## src/rtl/cellrv32_cpu_wb_queue_pkg.sv

```systemverilog
// Shared types and constants for the long-latency write-back queue.
package cellrv32_package;

    localparam int unsigned wb_xlen_c        = 32;
    localparam int unsigned wb_queue_depth_c = 4;
    localparam int unsigned reg_addr_w_c     = 5;

    typedef struct packed {
        logic [reg_addr_w_c-1:0] rd;
        logic [wb_xlen_c-1:0]    data;
    } wb_req_t;

    // Embedded (16-register) cores only decode rd[3:0]
    function automatic logic [reg_addr_w_c-1:0] rd_mask(input logic [reg_addr_w_c-1:0] rd,
                                                         input bit e_mode);
        return e_mode ? {1'b0, rd[3:0]} : rd;
    endfunction

endpackage

```

## src/rtl/cellrv32_cpu_wb_queue_if.sv

```systemverilog
// Result sources, write-back head and hazard lookup of the write-back queue.
interface cellrv32_cpu_wb_queue_if #(
    parameter int unsigned XLEN = 32
);
    logic            flush_i;
    logic            alloc_i;
    logic [4:0]      alloc_rd_i;
    logic [4:0]      chk_rs1_i;
    logic [4:0]      chk_rs2_i;
    logic [4:0]      chk_rs3_i;
    logic [4:0]      chk_rd_i;
    logic            hazard_o;
    logic            mem_valid_i;
    logic [4:0]      mem_rd_i;
    logic [XLEN-1:0] mem_data_i;
    logic            mem_ready_o;
    logic            cp_valid_i;
    logic [4:0]      cp_rd_i;
    logic [XLEN-1:0] cp_data_i;
    logic            cp_ready_o;
    logic            wb_valid_o;
    logic [4:0]      wb_rd_o;
    logic [XLEN-1:0] wb_data_o;
    logic            wb_ack_i;
    logic            empty_o;
    logic            full_o;

    modport master (
        output flush_i, alloc_i, alloc_rd_i, chk_rs1_i, chk_rs2_i, chk_rs3_i, chk_rd_i,
        output mem_valid_i, mem_rd_i, mem_data_i, cp_valid_i, cp_rd_i, cp_data_i, wb_ack_i,
        input  hazard_o, mem_ready_o, cp_ready_o, wb_valid_o, wb_rd_o, wb_data_o,
        input  empty_o, full_o
    );

    modport slave (
        input  flush_i, alloc_i, alloc_rd_i, chk_rs1_i, chk_rs2_i, chk_rs3_i, chk_rd_i,
        input  mem_valid_i, mem_rd_i, mem_data_i, cp_valid_i, cp_rd_i, cp_data_i, wb_ack_i,
        output hazard_o, mem_ready_o, cp_ready_o, wb_valid_o, wb_rd_o, wb_data_o,
        output empty_o, full_o
    );

endinterface

```

## src/rtl/cellrv32_cpu_wb_queue_scoreboard.sv

```systemverilog
// Pending-result scoreboard: one bit per GPR, set on issue, cleared on write-back.
module cellrv32_cpu_wb_scoreboard
    import cellrv32_package::*;
#(
    parameter bit E_MODE = 1'b0
) (
    input  logic                    clk,
    input  logic                    rst_n,
    input  logic                    flush,
    input  logic                    set_en,
    input  logic [reg_addr_w_c-1:0] set_rd,
    input  logic                    clr_en,
    input  logic [reg_addr_w_c-1:0] clr_rd,
    input  logic [reg_addr_w_c-1:0] rs1,
    input  logic [reg_addr_w_c-1:0] rs2,
    input  logic [reg_addr_w_c-1:0] rs3,
    input  logic [reg_addr_w_c-1:0] rd,
    output logic                    hazard_c
);

    // x0 never pends; upper half does not exist on embedded cores
    localparam logic [31:0] REG_MASK = E_MODE ? 32'h0000_fffe : 32'hffff_fffe;

    logic [31:0] pending;
    logic [31:0] pending_nxt;
    logic [31:0] set_vec;
    logic [31:0] clr_vec;

    // Set is applied after clear so a same-cycle re-issue keeps the bit
    always_comb begin
        set_vec = '0;
        clr_vec = '0;
        if (set_en) set_vec[rd_mask(set_rd, E_MODE)] = 1'b1;
        if (clr_en) clr_vec[rd_mask(clr_rd, E_MODE)] = 1'b1;
        pending_nxt = ((pending & ~clr_vec) | set_vec) & REG_MASK;
    end

    always_ff @(posedge clk or negedge rst_n) begin
        if (!rst_n) begin
            pending <= '0;
        end else if (flush) begin
            pending <= '0;
        end else begin
            pending <= pending_nxt;
        end
    end

    assign hazard_c = pending[rd_mask(rs1, E_MODE)] | pending[rd_mask(rs2, E_MODE)] |
                      pending[rd_mask(rs3, E_MODE)] | pending[rd_mask(rd, E_MODE)];

endmodule

```

## src/rtl/cellrv32_cpu_wb_queue.sv

```systemverilog
// Write-back queue: dual-push FIFO (mem ahead of co-processor) feeding the register file port.
module cellrv32_cpu_wb_queue
    import cellrv32_package::*;
#(
    parameter int unsigned XLEN                  = 32,
    parameter int unsigned CPU_EXTENSION_RISCV_E = 0,
    parameter int unsigned FIFO_DEPTH            = wb_queue_depth_c
) (
    input  logic                  clk_i,
    input  logic                  rstn_i,
    cellrv32_cpu_wb_queue_if.slave bus
);

    localparam int unsigned PTR_W  = $clog2(FIFO_DEPTH);
    localparam int unsigned CNT_W  = PTR_W + 1;
    localparam bit          E_MODE = (CPU_EXTENSION_RISCV_E != 0);

    wb_req_t                 storage [FIFO_DEPTH];
    wb_req_t                 head;
    logic [PTR_W-1:0]        wr_ptr;
    logic [PTR_W-1:0]        rd_ptr;
    logic [PTR_W-1:0]        cp_slot;
    logic [CNT_W-1:0]        count;
    logic [CNT_W-1:0]        free;
    logic [CNT_W-1:0]        push_cnt;
    logic [reg_addr_w_c-1:0] mem_rd;
    logic [reg_addr_w_c-1:0] cp_rd;
    logic                    mem_ready;
    logic                    cp_ready;
    logic                    mem_store;
    logic                    cp_store;
    logic                    wb_valid;
    logic                    pop;
    logic                    hazard;

    // Slot accounting ignores this cycle's pop so ready never depends on wb_ack
    assign free      = CNT_W'(FIFO_DEPTH) - count;
    assign mem_ready = (free >= CNT_W'(1));
    assign cp_ready  = (free >= CNT_W'(2)) | ((free == CNT_W'(1)) & ~bus.mem_valid_i);

    // Results for x0 complete the handshake but never occupy a slot
    assign mem_rd    = rd_mask(bus.mem_rd_i, E_MODE);
    assign cp_rd     = rd_mask(bus.cp_rd_i, E_MODE);
    assign mem_store = bus.mem_valid_i & mem_ready & (mem_rd != '0);
    assign cp_store  = bus.cp_valid_i & cp_ready & (cp_rd != '0);
    assign push_cnt  = CNT_W'(mem_store) + CNT_W'(cp_store);
    assign cp_slot   = wr_ptr + PTR_W'(mem_store);

    assign wb_valid  = (count != '0);
    assign pop       = wb_valid & bus.wb_ack_i;
    assign head      = storage[rd_ptr];

    always_ff @(posedge clk_i or negedge rstn_i) begin
        if (!rstn_i) begin
            wr_ptr <= '0;
            rd_ptr <= '0;
            count  <= '0;
            for (int i = 0; i < int'(FIFO_DEPTH); i++) begin
                storage[i] <= '0;
            end
        end else if (bus.flush_i) begin
            wr_ptr <= '0;
            rd_ptr <= '0;
            count  <= '0;
        end else begin
            if (mem_store) begin
                storage[wr_ptr] <= '{rd: mem_rd, data: wb_xlen_c'(bus.mem_data_i)};
            end
            if (cp_store) begin
                storage[cp_slot] <= '{rd: cp_rd, data: wb_xlen_c'(bus.cp_data_i)};
            end
            wr_ptr <= wr_ptr + PTR_W'(push_cnt);
            rd_ptr <= rd_ptr + PTR_W'(pop);
            count  <= count + push_cnt - CNT_W'(pop);
        end
    end

    cellrv32_cpu_wb_scoreboard #(
        .E_MODE (E_MODE)
    ) u_scoreboard (
        .clk      (clk_i),
        .rst_n    (rstn_i),
        .flush    (bus.flush_i),
        .set_en   (bus.alloc_i),
        .set_rd   (bus.alloc_rd_i),
        .clr_en   (pop),
        .clr_rd   (head.rd),
        .rs1      (bus.chk_rs1_i),
        .rs2      (bus.chk_rs2_i),
        .rs3      (bus.chk_rs3_i),
        .rd       (bus.chk_rd_i),
        .hazard_c (hazard)
    );

    assign bus.hazard_o    = hazard;
    assign bus.mem_ready_o = mem_ready;
    assign bus.cp_ready_o  = cp_ready;
    assign bus.wb_valid_o  = wb_valid;
    assign bus.wb_rd_o     = head.rd;
    assign bus.wb_data_o   = XLEN'(head.data);
    assign bus.empty_o     = ~wb_valid;
    assign bus.full_o      = (count == CNT_W'(FIFO_DEPTH));

endmodule
```

## src/flat_wrapper.sv

```systemverilog
// flat-port wrapper written by rule: the top's interface ports become plain ports
module cellrv32_cpu_wb_queue_flat import cellrv32_package::*;
#(
    parameter int unsigned XLEN                  = 32,
    parameter int unsigned CPU_EXTENSION_RISCV_E = 0,
    parameter int unsigned FIFO_DEPTH            = wb_queue_depth_c
)
  (clk_i, rstn_i, bus_flush_i, bus_alloc_i, bus_alloc_rd_i, bus_chk_rs1_i, bus_chk_rs2_i, bus_chk_rs3_i, bus_chk_rd_i, bus_mem_valid_i, bus_mem_rd_i, bus_mem_data_i, bus_cp_valid_i, bus_cp_rd_i, bus_cp_data_i, bus_wb_ack_i, bus_hazard_o, bus_mem_ready_o, bus_cp_ready_o, bus_wb_valid_o, bus_wb_rd_o, bus_wb_data_o, bus_empty_o, bus_full_o);
  cellrv32_cpu_wb_queue_if #(.XLEN(XLEN)) bus_i ();
  input  logic clk_i;
  input  logic rstn_i;
  input wire logic [$bits(bus_i.flush_i)-1:0] bus_flush_i;
  input wire logic [$bits(bus_i.alloc_i)-1:0] bus_alloc_i;
  input wire logic [$bits(bus_i.alloc_rd_i)-1:0] bus_alloc_rd_i;
  input wire logic [$bits(bus_i.chk_rs1_i)-1:0] bus_chk_rs1_i;
  input wire logic [$bits(bus_i.chk_rs2_i)-1:0] bus_chk_rs2_i;
  input wire logic [$bits(bus_i.chk_rs3_i)-1:0] bus_chk_rs3_i;
  input wire logic [$bits(bus_i.chk_rd_i)-1:0] bus_chk_rd_i;
  input wire logic [$bits(bus_i.mem_valid_i)-1:0] bus_mem_valid_i;
  input wire logic [$bits(bus_i.mem_rd_i)-1:0] bus_mem_rd_i;
  input wire logic [$bits(bus_i.mem_data_i)-1:0] bus_mem_data_i;
  input wire logic [$bits(bus_i.cp_valid_i)-1:0] bus_cp_valid_i;
  input wire logic [$bits(bus_i.cp_rd_i)-1:0] bus_cp_rd_i;
  input wire logic [$bits(bus_i.cp_data_i)-1:0] bus_cp_data_i;
  input wire logic [$bits(bus_i.wb_ack_i)-1:0] bus_wb_ack_i;
  output wire logic [$bits(bus_i.hazard_o)-1:0] bus_hazard_o;
  output wire logic [$bits(bus_i.mem_ready_o)-1:0] bus_mem_ready_o;
  output wire logic [$bits(bus_i.cp_ready_o)-1:0] bus_cp_ready_o;
  output wire logic [$bits(bus_i.wb_valid_o)-1:0] bus_wb_valid_o;
  output wire logic [$bits(bus_i.wb_rd_o)-1:0] bus_wb_rd_o;
  output wire logic [$bits(bus_i.wb_data_o)-1:0] bus_wb_data_o;
  output wire logic [$bits(bus_i.empty_o)-1:0] bus_empty_o;
  output wire logic [$bits(bus_i.full_o)-1:0] bus_full_o;
  assign bus_i.flush_i = bus_flush_i;
  assign bus_i.alloc_i = bus_alloc_i;
  assign bus_i.alloc_rd_i = bus_alloc_rd_i;
  assign bus_i.chk_rs1_i = bus_chk_rs1_i;
  assign bus_i.chk_rs2_i = bus_chk_rs2_i;
  assign bus_i.chk_rs3_i = bus_chk_rs3_i;
  assign bus_i.chk_rd_i = bus_chk_rd_i;
  assign bus_i.mem_valid_i = bus_mem_valid_i;
  assign bus_i.mem_rd_i = bus_mem_rd_i;
  assign bus_i.mem_data_i = bus_mem_data_i;
  assign bus_i.cp_valid_i = bus_cp_valid_i;
  assign bus_i.cp_rd_i = bus_cp_rd_i;
  assign bus_i.cp_data_i = bus_cp_data_i;
  assign bus_i.wb_ack_i = bus_wb_ack_i;
  assign bus_hazard_o = bus_i.hazard_o;
  assign bus_mem_ready_o = bus_i.mem_ready_o;
  assign bus_cp_ready_o = bus_i.cp_ready_o;
  assign bus_wb_valid_o = bus_i.wb_valid_o;
  assign bus_wb_rd_o = bus_i.wb_rd_o;
  assign bus_wb_data_o = bus_i.wb_data_o;
  assign bus_empty_o = bus_i.empty_o;
  assign bus_full_o = bus_i.full_o;
  cellrv32_cpu_wb_queue #(.XLEN(XLEN), .CPU_EXTENSION_RISCV_E(CPU_EXTENSION_RISCV_E), .FIFO_DEPTH(FIFO_DEPTH)) u_core (.clk_i(clk_i), .rstn_i(rstn_i), .bus(bus_i));
endmodule
```

## config.mk

```make
export PLATFORM = sky130hd
export DESIGN_NAME = cellrv32_cpu_wb_queue_flat
export DESIGN_NICKNAME = d
export VERILOG_FILES = /design/src/rtl/cellrv32_cpu_wb_queue_pkg.sv /design/src/rtl/cellrv32_cpu_wb_queue_if.sv /design/src/rtl/cellrv32_cpu_wb_queue_scoreboard.sv /design/src/rtl/cellrv32_cpu_wb_queue.sv /design/src/flat_wrapper.sv
export SDC_FILE = /design/constraint.sdc
export NUM_CORES = 1
export LEC_CHECK = 0
export BUFFER_PORTS_ARGS = -buffer_cell sky130_fd_sc_hd__buf_2
export CELL_PAD_IN_SITES_DETAIL_PLACEMENT = 1
export CELL_PAD_IN_SITES_GLOBAL_PLACEMENT = 1
export CORE_ASPECT_RATIO = 0.7
export CORE_UTILIZATION = 51
export DETAILED_ROUTE_END_ITERATION = 8
export MAX_ROUTING_LAYER = met4
export PLACE_DENSITY_LB_ADDON = 0.1
export SKIP_LAST_GASP = 1
export SLEW_MARGIN = 20
export SYNTH_ARGS = -nofsm -noshare
export SYNTH_HDL_FRONTEND = slang
export SYNTH_SLANG_ARGS = --single-unit
```

## constraint.sdc

```tcl
create_clock -name clk_i -period 6.2 [get_ports clk_i]
set_input_delay 0.62 -clock clk_i [delete_from_list [all_inputs] [get_ports clk_i]]
set_output_delay 0.62 -clock clk_i [all_outputs]
set_load 0.02 [all_outputs]
```

# ---- After elaboration in Yosys (flattened, before gate mapping)
# Cells that the tools add are included.
# W data, S select, Z words.
dict set report word_totals {
  reg_bits 187
  in_bits 106
  out_inout_bits 43
  word_cells 91
}
dict set report classes {
  n_addsub 7
  order_cmp 15
  n_eq_ne 2
  n_mux 30
  bitwise 18
  reduce_logical 7
}
# operator n
set ops {}
lappend ops {{$mux W148} 3}
lappend ops {{$bwmux W148} 2}
lappend ops {{$demux W37 S2} 2}
lappend ops {{$mux W37} 4}
lappend ops {{$mux W32} 3}
lappend ops {{$bmux W37 S2} 1}
lappend ops {{$lt A5 B6 Y1 const B} 6}
lappend ops {{$and A32 B32 Y32} 1}
lappend ops {{$not A32 Y32} 1}
lappend ops {{$or A32 B32 Y32} 1}
lappend ops {{$bmux W1 S5} 4}
lappend ops {{$demux W1 S5} 2}
lappend ops {{$ge A5 B1 Y1 const B} 2}
lappend ops {{$reduce_bool A5 Y1} 2}
lappend ops {{$ge A3 B3 Y1 const B} 3}
lappend ops {{$not A2 Y3} 3}
lappend ops {{$and A1 B1 Y1} 6}
lappend ops {{$lt A3 B1 Y1 const B} 2}
lappend ops {{$mux W1} 6}
lappend ops {{$add A2 B1 Y2} 2}
lappend ops {{$logic_and A1 B1 Y1} 4}
lappend ops {{$mux W2} 2}
lappend ops {{$or A1 B1 Y1} 4}
lappend ops {{$add A3 B3 Y3} 1}
lappend ops {{11 further kinds} 12}

# ---- Longest topological paths before layout
# Gate-level depths: netlist (run 1).
dict set report depth {
  ltp_word 13
  mapped_depth 12
  mapped_depth_nobuf 12
}

# ---- Cells and area by module
# Synthesis (run 1) repeated with hierarchy kept, for this count alone.
dict set report unflattened {
  hier_cells 1156
  hier_area_um2 11537.3
}
# mod instances cells_per_inst area_per_inst_um2 seq_area_each_um2
set by_module_without_submodules {}
lappend by_module_without_submodules {cellrv32_cpu_wb_queue 1 885 8971.1 3878.7}
lappend by_module_without_submodules {cellrv32_cpu_wb_scoreboard 1 271 2566.2 775.7}

# ---- Worst setup path after synthesis (run 1)
# OpenSTA, ideal clock, no wires.
dict set report synth_timing {
  path_kind {register -> register}
  start {register u_core.count[0]}
  end {register u_core.storage[113] in the netlist's numbering}
  setup_ns 0.121
  arrival_ns 3.058
  required_ns 6.079
  setup_slack_ns 3.021
  path_stages_with_launch 13
  n_path_buf 2
  period_less_slack_ns 3.179
  cell_sequence {dfrtp_1 inv_1 ha_1 ha_1 or4b_1 o311a_1 ha_1 xnor2_1 nand4b_2 buf_4 buf_4 o22a_1 o22a_1}
}
dict set report synth_via {
  elab_chain_len 12
  word_cells_on_any_way 21
  classes_between {add/sub: 2; order compare: 4; eq/ne: 1; mux: 6; bitwise: 7; reduce/logical: 1}
}
# item line_no
set synth_rtl {}
lappend synth_rtl {{start, declared} cellrv32_cpu_wb_queue.sv:23} ;# logic [CNT_W-1:0] count;
lappend synth_rtl {{start signal, assigned} cellrv32_cpu_wb_queue.sv:74} ;# count <= count + push_cnt - CNT_W'(pop);
lappend synth_rtl {{$sub A3 B3 Y3 (*)} cellrv32_cpu_wb_queue.sv:37} ;# assign free = CNT_W'(FIFO_DEPTH) - count;
lappend synth_rtl {{$ge A3 B1 Y1 (*)} cellrv32_cpu_wb_queue.sv:38} ;# assign mem_ready = (free >= CNT_W'(1));
lappend synth_rtl {{named net bus_mem_ready_o} flat_wrapper.sv:27} ;# output wire logic [$bits(bus_i.mem_ready_o)-1:0] bus_mem_ready_o;
lappend synth_rtl {{$and A1 B1 Y1 (*) (2 in series)} cellrv32_cpu_wb_queue.sv:44} ;# assign mem_store = bus.mem_valid_i & mem_ready & (mem_rd != '0);
lappend synth_rtl {{$add A2 B1 Y2} cellrv32_cpu_wb_queue.sv:47} ;# assign cp_slot = wr_ptr + PTR_W'(mem_store);
lappend synth_rtl {{$not A2 Y3 (implied by the code)} cellrv32_cpu_wb_queue.sv:70} ;# storage[cp_slot] <= '{rd: cp_rd, data: wb_xlen_c'(bus.cp_data_i)};
lappend synth_rtl {{$ge A3 B3 Y1 (implied by the code) or $lt A3 B1 Y1 (tied branches)} cellrv32_cpu_wb_queue.sv:70}
lappend synth_rtl {{$logic_and A1 B1 Y1 (implied by the code)} cellrv32_cpu_wb_queue.sv:70}
lappend synth_rtl {{$mux W37 (implied by the code)} cellrv32_cpu_wb_queue.sv:70}
lappend synth_rtl {{$demux W37 S2} cellrv32_cpu_wb_queue.sv:70}
lappend synth_rtl {{$bwmux W148} cellrv32_cpu_wb_queue.sv:70}
lappend synth_rtl {{$mux W148 (*)} cellrv32_cpu_wb_queue.sv:69} ;# if (cp_store) begin
lappend synth_rtl {{end signal, assigned by index} cellrv32_cpu_wb_queue.sv:67} ;# storage[wr_ptr] <= '{rd: mem_rd, data: wb_xlen_c'(bus.mem_data_i)};
lappend synth_rtl {{end signal, assigned by index} cellrv32_cpu_wb_queue.sv:70}
lappend synth_rtl {{end, declared} cellrv32_cpu_wb_queue.sv:18} ;# wb_req_t storage [FIFO_DEPTH];
# The timed path passes the listed nets; every way through them passes the cells marked *. The select of a mux whose other input is x is not followed.
# A chain may end at the register's enable or synchronous reset.

# ---- Worst setup path after layout (run 1)
dict set report layout_timing {
  start {register u_core.count[0]}
  end {register u_core.storage[67] in the netlist's numbering}
}
dict set report layout_via {
  elab_chain_len 12
  word_cells_on_any_way 21
  classes_between {add/sub: 2; order compare: 4; eq/ne: 1; mux: 6; bitwise: 7; reduce/logical: 1}
}
# item line_no
set layout_rtl {}
lappend layout_rtl {{$sub A3 B3 Y3 (*)} cellrv32_cpu_wb_queue.sv:37}
lappend layout_rtl {{$ge A3 B1 Y1} cellrv32_cpu_wb_queue.sv:38}
lappend layout_rtl {{$and A1 B1 Y1 (2 in series)} cellrv32_cpu_wb_queue.sv:44}
lappend layout_rtl {{$add A2 B1 Y2} cellrv32_cpu_wb_queue.sv:47}
lappend layout_rtl {{$not A2 Y3 (implied by the code)} cellrv32_cpu_wb_queue.sv:70}
lappend layout_rtl {{$ge A3 B3 Y1 (implied by the code) or $lt A3 B1 Y1 (tied branches)} cellrv32_cpu_wb_queue.sv:70}
lappend layout_rtl {{$logic_and A1 B1 Y1 (implied by the code)} cellrv32_cpu_wb_queue.sv:70}
lappend layout_rtl {{$mux W37 (implied by the code)} cellrv32_cpu_wb_queue.sv:70}
lappend layout_rtl {{$demux W37 S2} cellrv32_cpu_wb_queue.sv:70}
lappend layout_rtl {{$bwmux W148} cellrv32_cpu_wb_queue.sv:70}
lappend layout_rtl {{$mux W148 (*)} cellrv32_cpu_wb_queue.sv:69}
# Every way passes the cells marked *; elsewhere a longest branch is shown, timed or not. The select of a mux whose other input is x is not followed.

==> impl_metrics.env, run 1 <==
export IMPL_status="finished clean"
export IMPL_fin_nets=1107
export IMPL_ys_seq_area_share_pct=43.1
export IMPL_cts_sinks=186
export IMPL_criticalPathCategory="flip-flop to flip-flop"
export IMPL_portBuffers=148
export IMPL_ys_warnings_count=0
export IMPL_synth_main_ff_cell="dfrtp_1"
export IMPL_crit_start="u_core.count[0]"
export IMPL_critPathMaxFanout=30
export IMPL_grt_usage_pct=34.1
export IMPL_clockBufferDepth=2
export IMPL_first_global_vias=9012
export IMPL_irDropWorstVdd_mv=0.290
export IMPL_dieArea_sq_um=21800
export IMPL_ctsHoldBuffers=0
export IMPL_synth_edf_count=0
export IMPL_fin_crit_sh_pct=69.1
export IMPL_path_cells="inv_1 -> ha_1 -> ha_1 -> or4b_1 -> o311a_1 -> ha_1 -> xor2_1 -> nand4b_2 -> buf_4 -> a21oi_4 -> buf_4 -> o22a_1"
export IMPL_yosys_register_bits=186
export IMPL_row_count=44
export IMPL_internal_power_mw=3.62
export IMPL_path_delay_family="simple AND/OR/NAND/NOR gates"
export IMPL_routed_wl_um=34500
export IMPL_grt_max_degree=113
export IMPL_yosys_top_cells_area="dfrtp_1, o22a_1, mux4_2"
export IMPL_start_kind="flip-flop"
export IMPL_grt_ovfl_total=0
export IMPL_fin_worst_skew_ns=0.0171
export IMPL_die_h_um=124
export IMPL_die_x_um=176
export IMPL_dpl_hpwl_um=21800
export IMPL_cts_htree_levels=4
export IMPL_seqPwrFrac_pct=34.0
export IMPL_synth_area_sq_um=10800
export IMPL_vias=8879
export IMPL_remaining_drc_errors=0
export IMPL_start_util_pct=52.0
export IMPL_clockPowerShare_pct=19.0
export IMPL_synth_top_cell_by_area="dfrtp_1"
export IMPL_crit_buf_inv=3
export IMPL_synthesis_nets=1010
export IMPL_clock_latency_ns=0.46
export IMPL_critPathRequiredTime_ns=6.59
export IMPL_area_growth_pct=12.5
export IMPL_dr_pass1_iters=5
export IMPL_rrSetupSlack_ns=1.92
export IMPL_endpoint_kind="flip-flop"
export IMPL_hold_viol=0
export IMPL_ios=149
export IMPL_root_buffer="clkbuf_16"
export IMPL_place_gp_congestion=0.871
export IMPL_synthArstFlopShare_pct=100
export IMPL_core_sq_um=20800
export IMPL_fmaxAchievable_mhz=234
export IMPL_net_switching_power_mw=2.37
export IMPL_finalMaxSlewViolations=0
export IMPL_max_stage_delay_ns=0.63
export IMPL_worst_pin_slew_ns=1.10
export IMPL_layout_min_cycle_time_ns=4.28
export IMPL_crit_slowest_cell="nand4b_2"
export IMPL_worst_hold_slack_ns=0.203
export IMPL_power_frac_comb_pct=47.0
export IMPL_crit_top_cell="ha_1"
export IMPL_synth_cell_types=50
export IMPL_synthCells=891
export IMPL_cts_clk_slew_worst_paths_ns=0.08
export IMPL_slew_headroom_pct=26.7
export IMPL_numCtsBuffers=17
export IMPL_min_path_type="input port to async pin"
export IMPL_finalSetupViolCount=0
export IMPL_finalSetupTns_ns=0
export IMPL_synth_top_area_share_pct=43.1
export IMPL_r2r_start="u_core.count[0]"
export IMPL_sw_frac_of_total_pct=39.6
export IMPL_antenna_found_initial=0
export IMPL_drive_gt1_share_pct=27.2
export IMPL_routed_via_density=6.95
export IMPL_grt_pass1_wl_um=54000
export IMPL_ant_nets=0
export IMPL_rsz0062_at_grt="no"
export IMPL_syn_area_per_cell_sq_um=12.1
export IMPL_ctsResizeCount=0
export IMPL_maxCapViolCount=0
export IMPL_antenna_cells=0
export IMPL_cellLeakagePower_nw=4.52
export IMPL_avgRoutedWirePerCell_um=27.0
export IMPL_post_cts_setup_buffers=0
export IMPL_power_density_nw_per_um2=494
export IMPL_drt_iter0_markers=865
export IMPL_cts_tree="built"
export IMPL_critPathArrivalTime_ns=4.67
state kept, by name, summed over array words and instances, names as in the netlist:
signal,count
u_core.storage,148
u_core.count,3
u_core.u_scoreboard.pending,31
u_core.rd_ptr,2
u_core.wr_ptr,2
logic make-up after synthesis:
kind of cell	synth area share, %
flip-flops	43.1
XOR/XNOR	0.568
buffers and inverters	4.86
AO/OA/AOI/OAI	28.8
multiplexers	14.2
adder cells (fa/ha/maj)	1.58
AND/OR/NAND/NOR	6.89
worst paths after layout:
kind,end,cells after the start
worst min register to register,u_core.storage[67],1
max in group asynchronous,u_core.u_scoreboard.pending[3],2
worst max-delay path,u_core.storage[67],12
min in group clk_i,u_core.storage[67],1
worst max register to register,u_core.storage[67],12
worst min-delay path,u_core.storage[76],1
worst reg2reg max path, delay by kind of cell, from the launching register on:
kind | cells | cell delay, ns
simple gates | 2 | 1.11
buf+inv | 3 | 1.01
fa+ha+maj | 3 | 0.77
compound gates | 3 | 0.71
flops | 1 | 0.37
xor+xnor | 1 | 0.27
cells in the final DEF, fill, tap and decap left out, drive strengths merged, types with 3 or more instances in the layout:
cell type  synthesis  final
a21oi             42     42
and3b              3      3
buf               52    160
clkbuf            31     18
clkinv             0      3
dfrtp            186    186
ha                12     12
inv               11     21
mux2               4      4
mux2i             18     18
mux4              58     58
nand2             43     43
nand2b             5      5
nand3             11     11
nand3b             6      6
nand4              4      4
nand4b             4      4
nor2              15     15
nor2b             13     13
nor3b              7      7
o2111ai            3      3
o21ai             35     35
o22a             296    296
or3                3      3
xnor2              6      6
final cells by class:
class | count | area [sq um]
Clock buffer | 17 | 425
Clock inverter | 15 | 171
Fill cell | 2139 | 8620
Inverter | 11 | 41.3
Multi-Input combinational cell | 611 | 5640
Sequential cell | 186 | 4660
Tap cell | 276 | 345
Timing Repair Buffer | 161 | 853
layer usage:
layer	up-vias	track usage (%)	wire length, um
li1	3788	-	-
met1	4663	50.6	16100
met2	392	47.7	15100
met3	36	6.44	2880
met4	0	9.29	424
met5	-	-	0
per-stage QoR:
stage | area, sq um | total power [mW] | setup slack (ns) | utilization (%) | cells
detailed placement | 11500 | 4.82 | 2.00 | 55.6 | 1245
floorplan | 10800 | 4.04 | 3.02 | - | 891
CTS | 12100 | 5.99 | 1.94 | 58.5 | 1277
global placement | 11500 | 4.73 | 2.10 | 55.6 | 1245
global route | 12100 | 6.29 | 1.68 | 58.5 | 1277
finish | 12100 | 5.99 | 1.92 | 58.5 | 1277
power by group through the flow:
stage | combinational, mW | sequential (mW) | clock, mW
after global routing | 3.02 | 2.08 | 1.19
after floorplan | 2.12 | 1.92 | 0
after CTS | 2.81 | 2.02 | 1.15
final | 2.82 | 2.04 | 1.14
after global placement | 2.72 | 2.01 | 0
after detailed placement | 2.79 | 2.04 | 0
synthesized netlist by cell type (2+ instances only):
cell / instances
o22a_1: 296
dfrtp_1: 186
mux4_2: 58
nand2_1: 43
a21oi_1: 38
o21ai_0: 34
clkbuf_1: 31
mux2i_1: 18
buf_2: 17
buf_4: 16
nor2_1: 15
buf_6: 12
ha_1: 12
nor2b_1: 12
inv_1: 11
buf_1: 7
nand3_1: 7
nor3b_1: 7
nand3b_1: 6
xnor2_1: 6
nand2b_1: 5
a21oi_2: 4
mux2_2: 4
nand3_4: 4
and3b_1: 3
o2111ai_1: 3
or3_1: 3
a221oi_1: 2
a22oi_1: 2
a31oi_1: 2
and3_1: 2
nand4_1: 2
nand4_2: 2
nand4b_1: 2
nand4b_2: 2
o211ai_1: 2
or4_1: 2
Power figures use the tool's default switching activity.
==> inputs of run 2 (changes only) <==
ABC_AREA = 1   (was default)
CORE_UTILIZATION = 37   (was 51)
clock period = 3.5 ns   (was 6.2 ns; I/O delays follow)
==> run 2 against run 1 <==
Against the previous run: die area rose by 91%; final area rose by 38%; cell count rose to 2.5 times the previous value; global-route usage fell by 3.1 points; synthesized cell count rose to 3.0 times the previous value; non-clock buffer count rose by 22; critical path type unchanged; largest power group unchanged.
==> impl_metrics.env, run 2 <==
export IMPL_endpoint_kind="flip-flop"
export IMPL_clockBufferDepth=2
export IMPL_grt_pass1_wl_um=98700
export IMPL_status="finished clean"
export IMPL_min_path_type="input port to flip-flop"
export IMPL_sw_frac_of_total_pct=52.5
export IMPL_portBuffers=148
export IMPL_start_util_pct=37.8
export IMPL_dr_pass1_iters=5
export IMPL_ant_nets=0
export IMPL_synth_compound_area_share_pct=15.2
export IMPL_post_dp_cell_area_sq_um=16200
export IMPL_finalSetupTns_ns=0
export IMPL_seqPwrFrac_pct=26.9
export IMPL_clock_latency_ns=0.47
export IMPL_final_common_cell="nand2_1"
export IMPL_crit_slowest_cell="buf_4"
export IMPL_slew_headroom_pct=30.1
export IMPL_synth_simple_gate_area_share_pct=43.2
export IMPL_cts_sinks=186
export IMPL_power_frac_comb_pct=57.3
export IMPL_dpl_hpwl_um=39300
export IMPL_routed_wl_um=61800
export IMPL_synthesis_nets=2784
export IMPL_antenna_found_initial=1
export IMPL_ys_seq_area_share_pct=30.8
export IMPL_syn_area_per_cell_sq_um=5.66
export IMPL_rsz0062_at_grt="no"
export IMPL_crit_buf_inv=5
export IMPL_maxCapViolCount=0
export IMPL_row_count=61
export IMPL_synth_area_mux_share_pct=0
export IMPL_yosys_top_cells_area="nand2_1, dfrtp_1, o21ai_0"
export IMPL_yosys_top_cells_count="nand2_1, nor2_1, o21ai_0"
export IMPL_criticalPathCategory="flip-flop to flip-flop"
export IMPL_fin_nets=2811
export IMPL_top_register="u_core.storage"
export IMPL_grt_usage_pct=31.0
export IMPL_routed_via_density=5.43
export IMPL_root_buffer="clkbuf_16"
export IMPL_grt_ovfl_total=0
export IMPL_core_sq_um=39900
export IMPL_critPathArrivalTime_ns=3.46
export IMPL_synthArstFlopShare_pct=100
export IMPL_critPathRequiredTime_ns=3.85
export IMPL_finalSetupViolCount=0
export IMPL_top_regs="u_core.storage x148, u_core.u_scoreboard.pending x31, u_core.count x3"
export IMPL_final_cell_area_sq_um=16800
export IMPL_finalPower_mw=13.6
export IMPL_die_x_um=243
export IMPL_vias=17600
export IMPL_area_growth_pct=11.3
export IMPL_yosysMostFrequentCell="nand2_1"
export IMPL_synth_top_family_by_area="simple AND/OR/NAND/NOR gates"
export IMPL_final_cell_mix="nand2_1, nor2_1, o21ai_0, dfrtp_1, o21ai_1"
export IMPL_avgRoutedWirePerCell_um=19.1
export IMPL_synth_edf_count=0
export IMPL_ys_warnings_count=0
export IMPL_fin_worst_skew_ns=0.0149
export IMPL_largest_reg_flops=148
export IMPL_synth_main_ff_cell="dfrtp_1"
export IMPL_synth_cell_types=29
export IMPL_layout_min_cycle_time_ns=3.12
export IMPL_cts_clk_slew_worst_paths_ns=0.08
export IMPL_first_global_vias=17700
export IMPL_path_cells="inv_1 -> ha_1 -> ha_1 -> inv_1 -> nor2_1 -> nand3_1 -> nand3_4 -> inv_4 -> ha_1 -> xnor2_2 -> inv_2 -> nor3_4 -> buf_4 -> nand2_1 -> nand2_1 -> o21ai_1"
export IMPL_drive_gt1_share_pct=8.65
export IMPL_cts_htree_levels=4
export IMPL_synth_fa_ha_area_share_pct=1.13
export IMPL_finalMaxSlewViolations=0
export IMPL_critPathMaxFanout=34
export IMPL_dieArea_sq_um=41600
export IMPL_ctsResizeCount=0
export IMPL_ios=149
export IMPL_die_h_um=171
export IMPL_path_delay_family="simple AND/OR/NAND/NOR gates"
export IMPL_irDropWorstVdd_mv=0.497
export IMPL_yosys_register_bits=186
export IMPL_place_gp_congestion=0.881
export IMPL_drt_iter0_markers=1272
export IMPL_synth_top_cell_by_area="nand2_1"
export IMPL_fin_crit_sh_pct=89.0
export IMPL_cellLeakagePower_nw=8.51
export IMPL_worst_pin_slew_ns=1.04
export IMPL_net_switching_power_mw=7.11
export IMPL_numCtsBuffers=17
export IMPL_power_density_nw_per_um2=807
export IMPL_synth_top_area_share_pct=32.5
export IMPL_remaining_drc_errors=0
export IMPL_synthCells=2665
export IMPL_synth_area_sq_um=15100
export IMPL_clockPowerShare_pct=15.7
export IMPL_crit_top_cell="ha_1"
export IMPL_start_kind="flip-flop"
export IMPL_cts_tree="built"
export IMPL_internal_power_mw=6.45
export IMPL_grt_max_degree=186
export IMPL_synth_xor_area_share_pct=0.340
export IMPL_fmaxAchievable_mhz=321
export IMPL_hold_viol=0
export IMPL_max_stage_delay_ns=0.44
## run 2: changes by cell type in the layout (fill, tap and decap cells not counted), sizes merged, moves of 21 or more
cell,previous run,this run
inv,21,163
o22ai,0,33
o22a,296,0
o21ai,35,381
mux4,58,0
nor2,15,238
nand2,43,1305
nand3,11,117
buf,160,181
## run 2: kinds of logic (layout without fill, tap and decap cells)
group | Yosys count | after routing
AND/OR/NAND/NOR | 1680 | 1680
XOR/XNOR | 5 | 5
AO/OA/AOI/OAI | 450 | 450
buffers and inverters | 331 | 370
flip-flops | 186 | 186
other | 0 | 1
adder cells (fa/ha/maj) | 13 | 13
## run 2: power by group through the flow
stage          Clock [mW]  Combinational (mW)  Sequential (mW)
2_1_floorplan           0                5.50             3.41
3_3_place_gp            0                7.47             3.62
3_5_place_dp            0                7.76             3.66
4_1_cts              2.17                7.80             3.63
5_1_grt              2.24                8.74             3.77
6_report             2.13                7.77             3.65
## run 2: what timing repair did
action | CTS | global route
hold buffers | 1 | 0
hold endpoints to repair | 71 | 0
setup buffers | 0 | 0
## run 2: area by class of cell
type | count | area, sq um
clock inverter | 14 | 176
sequential | 186 | 4660
clock buffer | 17 | 425
tap | 535 | 669
timing repair buffer | 183 | 1200
antenna | 1 | 2.50
fill | 5505 | 23100
inverter | 156 | 591
multi-input combinational | 2148 | 9080
## run 2: stage by stage
step	instances	hold WS [ns]	setup slack, ns	utilization (%)
3_5_place_dp	3207	0.444	0.402	40.6
5_1_grt	3240	0.277	0.0618	42.1
2_1_floorplan	2665	0.0544	0.450	-
6_report	3240	0.244	0.385	42.1
4_1_cts	3239	0.228	0.380	42.1
3_3_place_gp	3207	0.436	0.490	40.5
## run 2: worst paths after layout
check                           slack [ns]                             end  depth (start not counted)               start
worst min-delay path                  0.24  u_core.u_scoreboard.pending[1]                          4   bus_alloc_rd_i[3]
worst min register to register        0.54              u_core.storage[76]                          2  u_core.storage[76]
worst max-delay path                  0.38             u_core.storage[100]                         16     u_core.count[0]
max in group asynchronous             2.03             u_core.storage[145]                          3              rstn_i
min in group asynchronous             0.48              u_core.storage[11]                          2              rstn_i
worst max register to register        0.38             u_core.storage[100]                         16     u_core.count[0]
## run 2: tightest hold or removal path, stage by stage
cell	delay (ns)
buf_2	0.12
nor3_1	0.08
nand2_1	0.07
a21oi_1	0.06
## run 2: routing by layer
metal / up-vias / part of all wire, % / global-route usage (%)
li1: 8403 / - / -
met1: 8677 / 49 / 43.1
met2: 442 / 44 / 47.9
met3: 67 / 5.6 / 3.98
met4: 0 / 1.4 / 7.36
met5: - / 0 / -
